**config.mk**
```make
export PLATFORM = sky130hd
export DESIGN_NAME = fpga_reset_sequencer
export DESIGN_NICKNAME = d
export VERILOG_FILES = /design/src/rtl/fpga_reset_pkg.sv /design/src/rtl/rst_debounce.sv /design/src/rtl/fpga_reset_sequencer.sv
export SDC_FILE = /design/constraint.sdc
export NUM_CORES = 1
export LEC_CHECK = 0
export CAP_MARGIN = 40
export CORE_ASPECT_RATIO = 0.8
export CORE_UTILIZATION = 55
export DETAILED_ROUTE_END_ITERATION = 8
export PLACE_DENSITY = 0.73
export RECOVER_POWER = 25
export SLEW_MARGIN = 10
export SYNTH_ARGS = -nofsm -noshare
export SYNTH_HDL_FRONTEND = slang
export SYNTH_SLANG_ARGS = --single-unit
```
**constraint.sdc**
```tcl
create_clock -name clk_i -period 4.75 [get_ports clk_i]
set_input_delay 0.475 -clock clk_i [delete_from_list [all_inputs] [get_ports clk_i]]
set_output_delay 0.475 -clock clk_i [all_outputs]
set_load 0.1 [all_outputs]
```
**src/rtl/fpga_reset_pkg.sv**
```systemverilog
// Shared types and default timing for the KC705 bring-up reset sequencer.
// State and cause encodings live here so the top and any debug logic agree on them.
package fpga_reset_pkg;

  typedef enum logic [2:0] {
    S_ASSERT,
    S_WAIT_LOCK,
    S_HOLD,
    S_PERIPH,
    S_RUN
  } rst_state_e;

  typedef enum logic [1:0] {
    CAUSE_POR    = 2'd0,
    CAUSE_BUTTON = 2'd1,
    CAUSE_LOCK   = 2'd2
  } rst_cause_e;

  localparam int unsigned DEF_DEBOUNCE_CYCLES = 1000;
  localparam int unsigned DEF_HOLD_CYCLES     = 256;
  localparam int unsigned DEF_STAGGER_CYCLES  = 16;
  localparam int unsigned DEF_CNT_W           = 16;

  // Debug press counter: sticks at all-ones instead of wrapping.
  function automatic logic [7:0] sat_inc8(input logic [7:0] value);
    return (value == 8'hFF) ? value : value + 8'd1;
  endfunction

endpackage

```
**src/rtl/rst_debounce.sv**
```systemverilog
// Two-flop synchroniser followed by a stable-count debouncer for an asynchronous level.
// The accepted value only moves after DEBOUNCE_CYCLES consecutive disagreeing samples.
module rst_debounce #(
  parameter int unsigned DEBOUNCE_CYCLES = 1000,
  parameter int unsigned CNT_W           = 16
) (
  input  logic i_clk,
  input  logic i_rst_n,
  input  logic i_async,
  output logic o_deb
);

  localparam logic [CNT_W-1:0] LP_LAST = CNT_W'(DEBOUNCE_CYCLES - 1);

  logic             r_meta;
  logic             r_sync;
  logic             r_deb;
  logic [CNT_W-1:0] r_cnt;

  // NOTE: every register here, synchroniser stages included, is cleared in reset so a
  // button that reads "pressed" (0) holds the sequencer in reset until it is proven released.
  always_ff @(posedge i_clk) begin
    if (!i_rst_n) begin
      r_meta <= 1'b0;
      r_sync <= 1'b0;
      r_deb  <= 1'b0;
      r_cnt  <= '0;
    end else begin
      // NOTE: non-blocking assignments make r_sync take the old r_meta, giving two real stages.
      r_meta <= i_async;
      r_sync <= r_meta;
      if (r_sync == r_deb) begin
        r_cnt <= '0;
      end else if (r_cnt == LP_LAST) begin
        r_deb <= r_sync;
        r_cnt <= '0;
      end else begin
        r_cnt <= r_cnt + 1'b1;
      end
    end
  end

  assign o_deb = r_deb;

endmodule

```
**src/rtl/fpga_reset_sequencer.sv**
```systemverilog
// Bring-up reset controller: waits for a debounced button release and clock lock, then
// releases the peripheral reset and, after a stagger, the SoC reset; aborts on press or lock loss.
module fpga_reset_sequencer
  import fpga_reset_pkg::*;
#(
  parameter int unsigned DEBOUNCE_CYCLES = DEF_DEBOUNCE_CYCLES,
  parameter int unsigned HOLD_CYCLES     = DEF_HOLD_CYCLES,
  parameter int unsigned STAGGER_CYCLES  = DEF_STAGGER_CYCLES,
  parameter int unsigned CNT_W           = DEF_CNT_W
) (
  input  logic       clk_i,
  input  logic       rst_ni,
  input  logic       btn_rst_ni,
  input  logic       clk_locked_i,
  output logic       periph_rst_no,
  output logic       soc_rst_no,
  output logic       busy_o,
  output logic [1:0] cause_o,
  output logic [7:0] press_cnt_o
);

  localparam logic [CNT_W-1:0] LP_HOLD_LAST    = CNT_W'(HOLD_CYCLES - 1);
  localparam logic [CNT_W-1:0] LP_STAGGER_LAST = CNT_W'(STAGGER_CYCLES - 1);

  logic             w_deb;
  logic             r_lock_meta;
  logic             r_lock_s;

  rst_state_e       r_state;
  rst_state_e       w_state_nxt;
  logic [CNT_W-1:0] r_cnt;
  logic [CNT_W-1:0] w_cnt_nxt;
  logic             r_periph;
  logic             r_soc;
  logic             w_periph_nxt;
  logic             w_soc_nxt;
  rst_cause_e       r_cause;
  rst_cause_e       w_cause_nxt;
  logic [7:0]       r_press;
  logic [7:0]       w_press_nxt;
  logic             w_abort_btn;
  logic             w_abort_lock;

  rst_debounce #(
    .DEBOUNCE_CYCLES (DEBOUNCE_CYCLES),
    .CNT_W           (CNT_W)
  ) u_btn_debounce (
    .i_clk   (clk_i),
    .i_rst_n (rst_ni),
    .i_async (btn_rst_ni),
    .o_deb   (w_deb)
  );

  // A press aborts from anywhere but S_ASSERT; lock loss only once the hold has started.
  assign w_abort_btn  = (r_state != S_ASSERT) && !w_deb;
  assign w_abort_lock = ((r_state == S_HOLD) || (r_state == S_PERIPH) || (r_state == S_RUN))
                        && !r_lock_s;

  always_comb begin
    // NOTE: defaults first so every path assigns every output and no latch is inferred.
    w_state_nxt = r_state;
    w_cnt_nxt   = r_cnt;
    w_cause_nxt = r_cause;
    w_press_nxt = r_press;

    case (r_state)
      S_ASSERT: begin
        w_cnt_nxt = '0;
        if (w_deb) w_state_nxt = S_WAIT_LOCK;
      end
      S_WAIT_LOCK: begin
        w_cnt_nxt = '0;
        if (r_lock_s) w_state_nxt = S_HOLD;
      end
      S_HOLD: begin
        if (r_cnt == LP_HOLD_LAST) begin
          w_state_nxt = S_PERIPH;
          w_cnt_nxt   = '0;
        end else begin
          w_cnt_nxt = r_cnt + 1'b1;
        end
      end
      S_PERIPH: begin
        if (r_cnt == LP_STAGGER_LAST) begin
          w_state_nxt = S_RUN;
          w_cnt_nxt   = '0;
        end else begin
          w_cnt_nxt = r_cnt + 1'b1;
        end
      end
      S_RUN: begin
        w_cnt_nxt = '0;
      end
      default: begin
        w_state_nxt = S_ASSERT;
        w_cnt_nxt   = '0;
      end
    endcase

    // The button is checked first so a simultaneous press and lock loss is logged as a press.
    if (w_abort_btn) begin
      w_state_nxt = S_ASSERT;
      w_cnt_nxt   = '0;
      w_cause_nxt = CAUSE_BUTTON;
      w_press_nxt = sat_inc8(r_press);
    end else if (w_abort_lock) begin
      w_state_nxt = S_ASSERT;
      w_cnt_nxt   = '0;
      w_cause_nxt = CAUSE_LOCK;
    end

    w_periph_nxt = (w_state_nxt == S_PERIPH) || (w_state_nxt == S_RUN);
    w_soc_nxt    = (w_state_nxt == S_RUN);
  end

  always_ff @(posedge clk_i) begin
    if (!rst_ni) begin
      r_lock_meta <= 1'b0;
      r_lock_s    <= 1'b0;
      r_state     <= S_ASSERT;
      r_cnt       <= '0;
      r_periph    <= 1'b0;
      r_soc       <= 1'b0;
      r_cause     <= CAUSE_POR;
      r_press     <= '0;
    end else begin
      r_lock_meta <= clk_locked_i;
      r_lock_s    <= r_lock_meta;
      r_state     <= w_state_nxt;
      r_cnt       <= w_cnt_nxt;
      r_periph    <= w_periph_nxt;
      r_soc       <= w_soc_nxt;
      r_cause     <= w_cause_nxt;
      r_press     <= w_press_nxt;
    end
  end

  assign periph_rst_no = r_periph;
  assign soc_rst_no    = r_soc;
  assign busy_o        = ~r_soc;
  assign cause_o       = r_cause;
  assign press_cnt_o   = r_press;

endmodule

```
==> summary.md, run 1 <==
| Metric | Value |
|---|---|
| Hold Path Cell Cnt | `1` |
| CTS resizes | `0` |
| Accumulated negative setup slack | `0 ps` |
| Antenna violations before repair | `0` |
| Routed Antenna Nets | `0` |
| Placer Congestion | `0.783` |
| CTS clk-pin slew, worst paths | `90 ps` |
| M1 GR Usage | `28.8%` |
| Vias in the first global route | `1,645` |
| Core Footprint | `4180 um2` |
| Final setup margin | `2670 ps` |
| Clock root cell | `clkbuf_8` |
| Residual DRC count | `0` |
| DIE HEIGHT | `60.9 um` |
| GR Util met3 | `5.81%` |
| CTS tree | `built` |
| Avg Vias per Cell | `5.66` |
| Max Slew Vio Count | `0` |
| Global route overflow | `0` |
| TritonCTS Buffers | `5` |
| # IOs | `17` |
| Largest cells by area after synthesis | `dfxtp_1 44%, xor2_1 4.8%, xnor2_1 4.0%` |
| Final setup fails | `0` |
| Power Density | `251 nW/um2` |
| Setup crit start | `r_cnt[0]$_SDFF_PP0_` |
| Reg-to-Reg Start | `r_cnt[0]$_SDFF_PP0_` |
| Diode count | `0` |
| CP required | `4920 ps` |
| Worst-case hold slack | `443 ps` |
| Critical R2R Capture | `r_cnt[1]$_SDFF_PP0_` |
| Final Net Count | `297` |
| Commonest non-fill, non-tap cells in the layout | `52 x dfxtp_1, 24 x nor2_1, 18 x nor3_1, 15 x clkdlybuf4s50_1, 14 x nand4_1` |
| Cts hold-fix bufs | `0` |
| TritonRoute pass-1 iters | `4` |
| First-pass GRT wire length | `7270 um` |
| WS Path Type | `reg -> reg` |
| Clock Path Buffers | `2` |
| Commonest non-fill, non-tap cell in the layout | `dfxtp_1` |
| CTS Sinks | `52` |
| Hold Fails Final Rpt | `0` |
| IO Port Bufs | `16` |
| Clk_lat worst skew | `300 ps` |
| Tot Pwr | `714 uW` |
| CTS H-Tree Depth | `2` |
| Area Overhead vs Synth | `19.5%` |
| WP data arrival | `2240 ps` |
| Placed inst area | `2760 um2` |
| DP HPWL | `3110 um` |
| Synth Area per Inst | `9.02 um2` |
| Met2 Use GR | `32.4%` |
| Peak VDD IR | `0.178 mV` |
| Layout Skew | `5.26 ps` |
| Average wire per standard cell | `12.8 um` |
| Worst hold path startpoint | `u_btn_debounce.r_meta$_SDFF_PN0_` |
| Largest net degree at the start of global routing | `22` |
| Post-Syn Area | `2380 um2` |
| Initial Util | `57.0%` |
| Post-route design area | `2850 um2` |
| Mapped Cells | `264` |
| Outcome | `finished, final reports clean` |
| Seq cells post-synth | `52` |
| Area leader, netlist | `dfxtp_1` |
| Largest fanout on the critical path | `16` |
| Post-synth net total | `271` |
| Full die area | `4600 um2` |
| Synth unique cells | `50` |
| Crit. End Element | `flop` |
| R2r worst-path depth | `5` |
| R2R Setup Slk | `2670 ps` |
| DR vias | `1,969` |
| Static leakage | `0.000984 uW` |
| Pre-CTS setup slack | `2560 ps` |
| Final WL | `4450 um` |
| Max_slew headroom | `45.3%` |
| Ys async rst share | `0%` |
| Rows | `21` |
| Prevailing post-synth register cell | `dfxtp_1` |
| Post-route minimum period | `2080 ps` |
| RSZ-0062 raised after global routing | `false` |
| Max Clk Rate | `481 MHz` |
| Layout cells sized above 1 | `10.3%` |
| DR iter-0 viols | `78` |
| Max-cap viol count | `0` |
| Post-synth EDFFs | `0` |
| CP Launch Type | `flop` |
| Hold Crit Class | `reg -> reg` |
| # fillers | `332` |
| YS warnings | `0` |
| Die W | `75.6 um` |
| Synth top area share | `43.7%` |
| Setup Buffers After CTS | `0` |
| Final period util | `43.7%` |
| Tightest Pin Transition | `816 ps` |
| Sequential area share after synthesis | `43.7%` |
| Hold endpoint | `u_btn_debounce.r_sync$_SDFF_PN0_` |
| GRT Overall Usage | `21.1%` |
| Busiest grt layer | `met2` |
area by class of cell:
| type | instances | area [um2] | share of cell area (%) |
|---|---|---|---|
| flip-flops and latches | 52 | 1040 | 36.6 |
| well taps | 57 | 71.3 | 2.51 |
| multi-input cells | 194 | 1250 | 43.9 |
| clock inverters | 2 | 13.8 | 0.484 |
| inverters | 7 | 26.3 | 0.923 |
| repair buffers | 30 | 363 | 12.7 |
| clock buffers | 6 | 82.6 | 2.90 |
power by group:
part / internal (uW) / total [uW] / switching, uW
Clock: 119 / 264 / 145
Sequential: 437 / 438 / 0.850
Combinational: 4.23 / 11.5 / 7.24
Total: 561 / 714 / 153
layer usage:
| metal | part of all wire, % | wire length [um] |
|---|---|---|
| met4 | 1.3 | 59 |
| met5 | 0 | 0 |
| met1 | 50 | 2210 |
| met2 | 45 | 2020 |
| met3 | 3.8 | 169 |
worst max-delay path, cell delays in order (launching register included):
cell and delay (ps):
dfxtp_1 360, ha_1 310, and3_1 230, nand4_1 210, a22oi_2 700, nor3b_1 130
synthesized netlist by cell type (2+ instances only):
master,number
or3_1,7
nand4_1,14
nor4_1,4
a211oi_1,5
nor2b_1,2
xnor2_1,11
ha_1,3
buf_2,4
a211oi_2,2
nand3b_1,3
xor2_1,13
clkbuf_1,4
nand3_1,11
nor3_1,18
mux2i_1,4
and2_1,6
a31oi_1,2
and4_1,4
nand2_1,12
dfxtp_1,52
nand2b_1,3
o21ai_0,7
and3_1,11
inv_1,7
a21oi_1,7
nor2_1,24
logic make-up after synthesis:
group,count (synthesis),share of synthesized area [%]
xor gates and xnor gates,24,8.82
adders and majority gates,3,1.58
buffers and inverters,18,3.68
and+or+nand+nor,129,30.3
AOI/OAI and AO/OA,34,10.2
DFF,52,43.7
muxes,4,1.68
metrics by stage:
step           instances  util (%)
2_1_floorplan        264         -
3_3_place_gp         327      61.3
3_5_place_dp         340      65.9
4_1_cts              348      68.3
5_1_grt              348      68.1
6_report             348      68.1
state kept, by name (all words and copies together) (netlist names):
name and flops:
r_cnt 16, u_btn_debounce.r_cnt 16, press_cnt_o 8, r_state 3, cause_o 2, periph_rst_no 1, r_lock_meta 1, r_lock_s 1
soc_rst_no 1, u_btn_debounce.o_deb 1, u_btn_debounce.r_meta 1, u_btn_debounce.r_sync 1
how the worst max path moves through the flow:
| stage | endpoint | slack, ps | depth (start not counted) |
|---|---|---|---|
| final | r_cnt[1]$_SDFF_PP0_ | 2670 | 5 |
| after global routing | r_cnt[1]$_SDFF_PP0_ | 2480 | 5 |
| after CTS | r_cnt[1]$_SDFF_PP0_ | 2650 | 5 |
| after detailed placement | u_btn_debounce.r_cnt[13]$_SDFF_PP0_ | 2560 | 3 |
| after global placement | u_btn_debounce.r_cnt[11]$_SDFF_PP0_ | 2630 | 3 |
| after floorplan | press_cnt_o[4]$_SDFFE_PN0P_ | 2610 | 5 |
(Power assumes the default switching activity.)
==> run 2, diff against run 1 <==
--- a/config.mk
+++ b/config.mk
@@ -7,7 +7,7 @@
 export LEC_CHECK = 0
 export CAP_MARGIN = 40
 export CORE_ASPECT_RATIO = 0.8
-export CORE_UTILIZATION = 55
+export CORE_UTILIZATION = 52
 export DETAILED_ROUTE_END_ITERATION = 8
 export PLACE_DENSITY = 0.73
 export RECOVER_POWER = 25
==> constraint.sdc (replaced) <==
create_clock -name clk_i -period 1.7 [get_ports clk_i]
set_input_delay 0.17 -clock clk_i [delete_from_list [all_inputs] [get_ports clk_i]]
set_output_delay 0.17 -clock clk_i [all_outputs]
set_load 0.1 [all_outputs]
==> run 2 against run 1 <==
Fmax is 26% higher. Critical endpoint is now r_cnt[15]$_SDFF_PP0_. Final area fell by 2.0%. Register-to-register slack worse by 2600 ps. Sequential share of layout area is 1.5 points higher. Critical path type unchanged. Largest cell class unchanged. Worst hold slack worse by 3.9 ps.
==> summary.md, run 2 (synthesis results as in run 1) <==
| Metric | Value |
|---|---|
| CTS H-Tree Depth | `2 (unchanged)` |
| Post-route minimum period | `1650 ps (was 2080 ps)` |
| TritonCTS Buffers | `5 (unchanged)` |
| Max-cap viol count | `0 (unchanged)` |
| Crit. End Element | `flop (unchanged)` |
| DIE HEIGHT | `62.5 um (was 60.9 um)` |
| Initial Util | `55.6% (was 57.0%)` |
| Layout cells sized above 1 | `20.0% (was 10.3%)` |
| Full die area | `4860 um2 (was 4600 um2)` |
| Hold Fails Final Rpt | `0 (unchanged)` |
| Core Footprint | `4280 um2 (was 4180 um2)` |
| Routed Antenna Nets | `0 (unchanged)` |
| Commonest non-fill, non-tap cell in the layout | `dfxtp_1 (unchanged)` |
| Residual DRC count | `0 (unchanged)` |
| CTS tree | `built (unchanged)` |
| Cell Chain, Critical Path | `and3_1, nand3_1, or4_4, a211oi_2 (was ha_1, and3_1, nand4_1, a22oi_2, nor3b_1)` |
| Reg-to-Reg Start | `r_cnt[9]$_SDFF_PP0_ (was r_cnt[0]$_SDFF_PP0_)` |
| Average wire per standard cell | `13.1 um (was 12.8 um)` |
| TritonRoute pass-1 iters | `4 (unchanged)` |
| WS Path Type | `reg -> reg (unchanged)` |
| Hold endpoint | `u_btn_debounce.r_cnt[0]$_SDFF_PP0_ (was u_btn_debounce.r_sync$_SDFF_PN0_)` |
| CTS Sinks | `52 (unchanged)` |
| Largest net degree at the start of global routing | `22 (unchanged)` |
| Area of the multi-input gates | `1260 um2 (was 1250 um2)` |
| CTS resizes | `0 (unchanged)` |
| Diode count | `0 (unchanged)` |
| CP peak stage delay | `520 ps (was 700 ps)` |
| Power Density | `722 nW/um2 (was 251 nW/um2)` |
| Clk_lat worst skew | `300 ps (about the same)` |
| Static leakage | `0.00100 uW (was 0.000984 uW)` |
| Hold Crit Class | `reg -> reg (unchanged)` |
| Tightest Pin Transition | `544 ps (was 816 ps)` |
| Global route overflow | `0 (unchanged)` |
| Final setup fails | `0 (unchanged)` |
| # fillers | `382 (was 332)` |
| DR vias | `1,949 (was 1,969)` |
| Placer Congestion | `0.809 (was 0.783)` |
| Hold Path Cell Cnt | `1 (unchanged)` |
| GRT Overall Usage | `21.2% (was 21.1%)` |
| IO Port Bufs | `16 (unchanged)` |
| Final WL | `4620 um (was 4450 um)` |
| Max Slew Vio Count | `0 (unchanged)` |
| CTS clk-pin slew, worst paths | `80 ps (was 90 ps)` |
| Critical R2R Capture | `r_cnt[15]$_SDFF_PP0_ (was r_cnt[1]$_SDFF_PP0_)` |
| Setup Buffers After CTS | `0 (unchanged)` |
| Tot Pwr | `2010 uW (was 714 uW)` |
| Final Net Count | `301 (was 297)` |
| Commonest non-fill, non-tap cells in the layout | `41 x dfxtp_1, 24 x nor2_1, 18 x nor3_1, 18 x buf_4, 14 x nand4_1 (was 52 x dfxtp_1, 24 x nor2_1, 18 x nor3_1, 15 x clkdlybuf4s50_1, 14 x nand4_1)` |
| Final period util | `97.0% (was 43.7%)` |
| First-pass GRT wire length | `8220 um (was 7270 um)` |
| Max Clk Rate | `606 MHz (was 481 MHz)` |
| End-of-flow core utilization | `65.1% (was 68.1%)` |
| Crit path max-delay family | `simple AND/OR/NAND/NOR gates (was compound AO/OA/AOI/OAI gates)` |
| Accumulated negative setup slack | `0 ps (unchanged)` |
| Rows | `21 (unchanged)` |
| Outcome | `finished, final reports clean (unchanged)` |
| Area Overhead vs Synth | `17.1% (was 19.5%)` |
| CP Launch Type | `flop (unchanged)` |
| Peak VDD IR | `0.503 mV (was 0.178 mV)` |
| Worst hold path startpoint | `u_btn_debounce.r_cnt[0]$_SDFF_PP0_ (was u_btn_debounce.r_meta$_SDFF_PN0_)` |
| Crit-path slowest cell | `or4_4 (was a22oi_2)` |
| DR iter-0 viols | `128 (was 78)` |
| WP data arrival | `1870 ps (was 2240 ps)` |
| Layout Skew | `10.7 ps (was 5.26 ps)` |
| Largest fanout on the critical path | `6 (was 16)` |
| Clock Path Buffers | `2 (unchanged)` |
| Clock root cell | `clkbuf_8 (unchanged)` |
| # IOs | `17 (unchanged)` |
| R2R Setup Slk | `50 ps (was 2670 ps)` |
| Cts hold-fix bufs | `0 (unchanged)` |
| Buf/Inv on CP | `0 (unchanged)` |
| CP required | `1920 ps (was 4920 ps)` |
| Vias in the first global route | `1,802 (was 1,645)` |
| Antenna violations before repair | `0 (unchanged)` |
| R2r worst-path depth | `4 (was 5)` |
| Register area | `1060 um2 (was 1040 um2)` |
| Avg Vias per Cell | `5.54 (was 5.66)` |
| Die W | `77.7 um (was 75.6 um)` |
| DP HPWL | `3300 um (was 3110 um)` |
| Max_slew headroom | `63.9% (was 45.3%)` |
==> run 2: changes by cell type in the layout (fill, tap and decap cells not counted), moves of 2 or more <==
| cell | delta |
|---|---|
| buf_4 | +17 |
| buf_8 | -13 |
| clkdlybuf4s50_1 | -12 |
| dfxtp_1 | -11 |
| clkbuf_2 | +10 |
| dfxtp_2 | +8 |
| dfxtp_4 | +3 |
| and2_0 | +2 |
| and2_1 | -2 |
| buf_12 | +2 |
| clkbuf_1 | +2 |
==> run 2: cell type report <==
cell class | instances | share of cell area [%]
clock inverters | 1 | 0.179
repair buffers | 34 | 9.29
well taps | 57 | 2.56
clock buffers | 7 | 3.50
flip-flops and latches | 52 | 38.1
inverters | 7 | 1.08
multi-input cells | 194 | 45.3
==> run 2: per-layer routing <==
metal / routed length, um / GRT usage (%) / vias to the layer above
met1: 2540 / 31.8 / 892
met5: 0 / 0 / -
li1: - / - / 1016
met2: 1850 / 30.2 / 36
met4: 43 / 6.37 / 0
met3: 187 / 4.38 / 5
==> run 2: per-stage QoR <==
step / instance area [um2] / setup WS (ps) / cells / hold slack (ps)
after floorplan: 2410 / 29.3 / 264 / 297
after global placement: 2710 / 121 / 344 / 415
after detailed placement: 2710 / 68.5 / 344 / 422
after CTS: 2810 / 52.3 / 352 / 441
after global routing: 2790 / -9.74 / 352 / 445
final: 2790 / 50.5 / 352 / 439
==> run 2: report_power, final <==
| part | leakage, uW | internal (uW) | switching (uW) |
|---|---|---|---|
| Sequential | 0.000426 | 1220 | 2.60 |
| Combinational | 0.000524 | 16.4 | 22.5 |
| Clock | 0.0000534 | 378 | 378 |
| Total | 0.00100 | 1610 | 404 |
==> run 2: worst max-delay path by stage <==
stage / startpoint / to / cells past startpoint
after global placement: r_cnt[5]$_SDFF_PP0_ / r_cnt[15]$_SDFF_PP0_ / 4
after detailed placement: r_cnt[5]$_SDFF_PP0_ / r_cnt[14]$_SDFF_PP0_ / 5
after floorplan: press_cnt_o[0]$_SDFFE_PN0P_ / press_cnt_o[4]$_SDFFE_PN0P_ / 5
after CTS: r_cnt[5]$_SDFF_PP0_ / r_cnt[14]$_SDFF_PP0_ / 5
final: r_cnt[9]$_SDFF_PP0_ / r_cnt[15]$_SDFF_PP0_ / 4
after global routing: r_cnt[8]$_SDFF_PP0_ / r_cnt[15]$_SDFF_PP0_ / 4
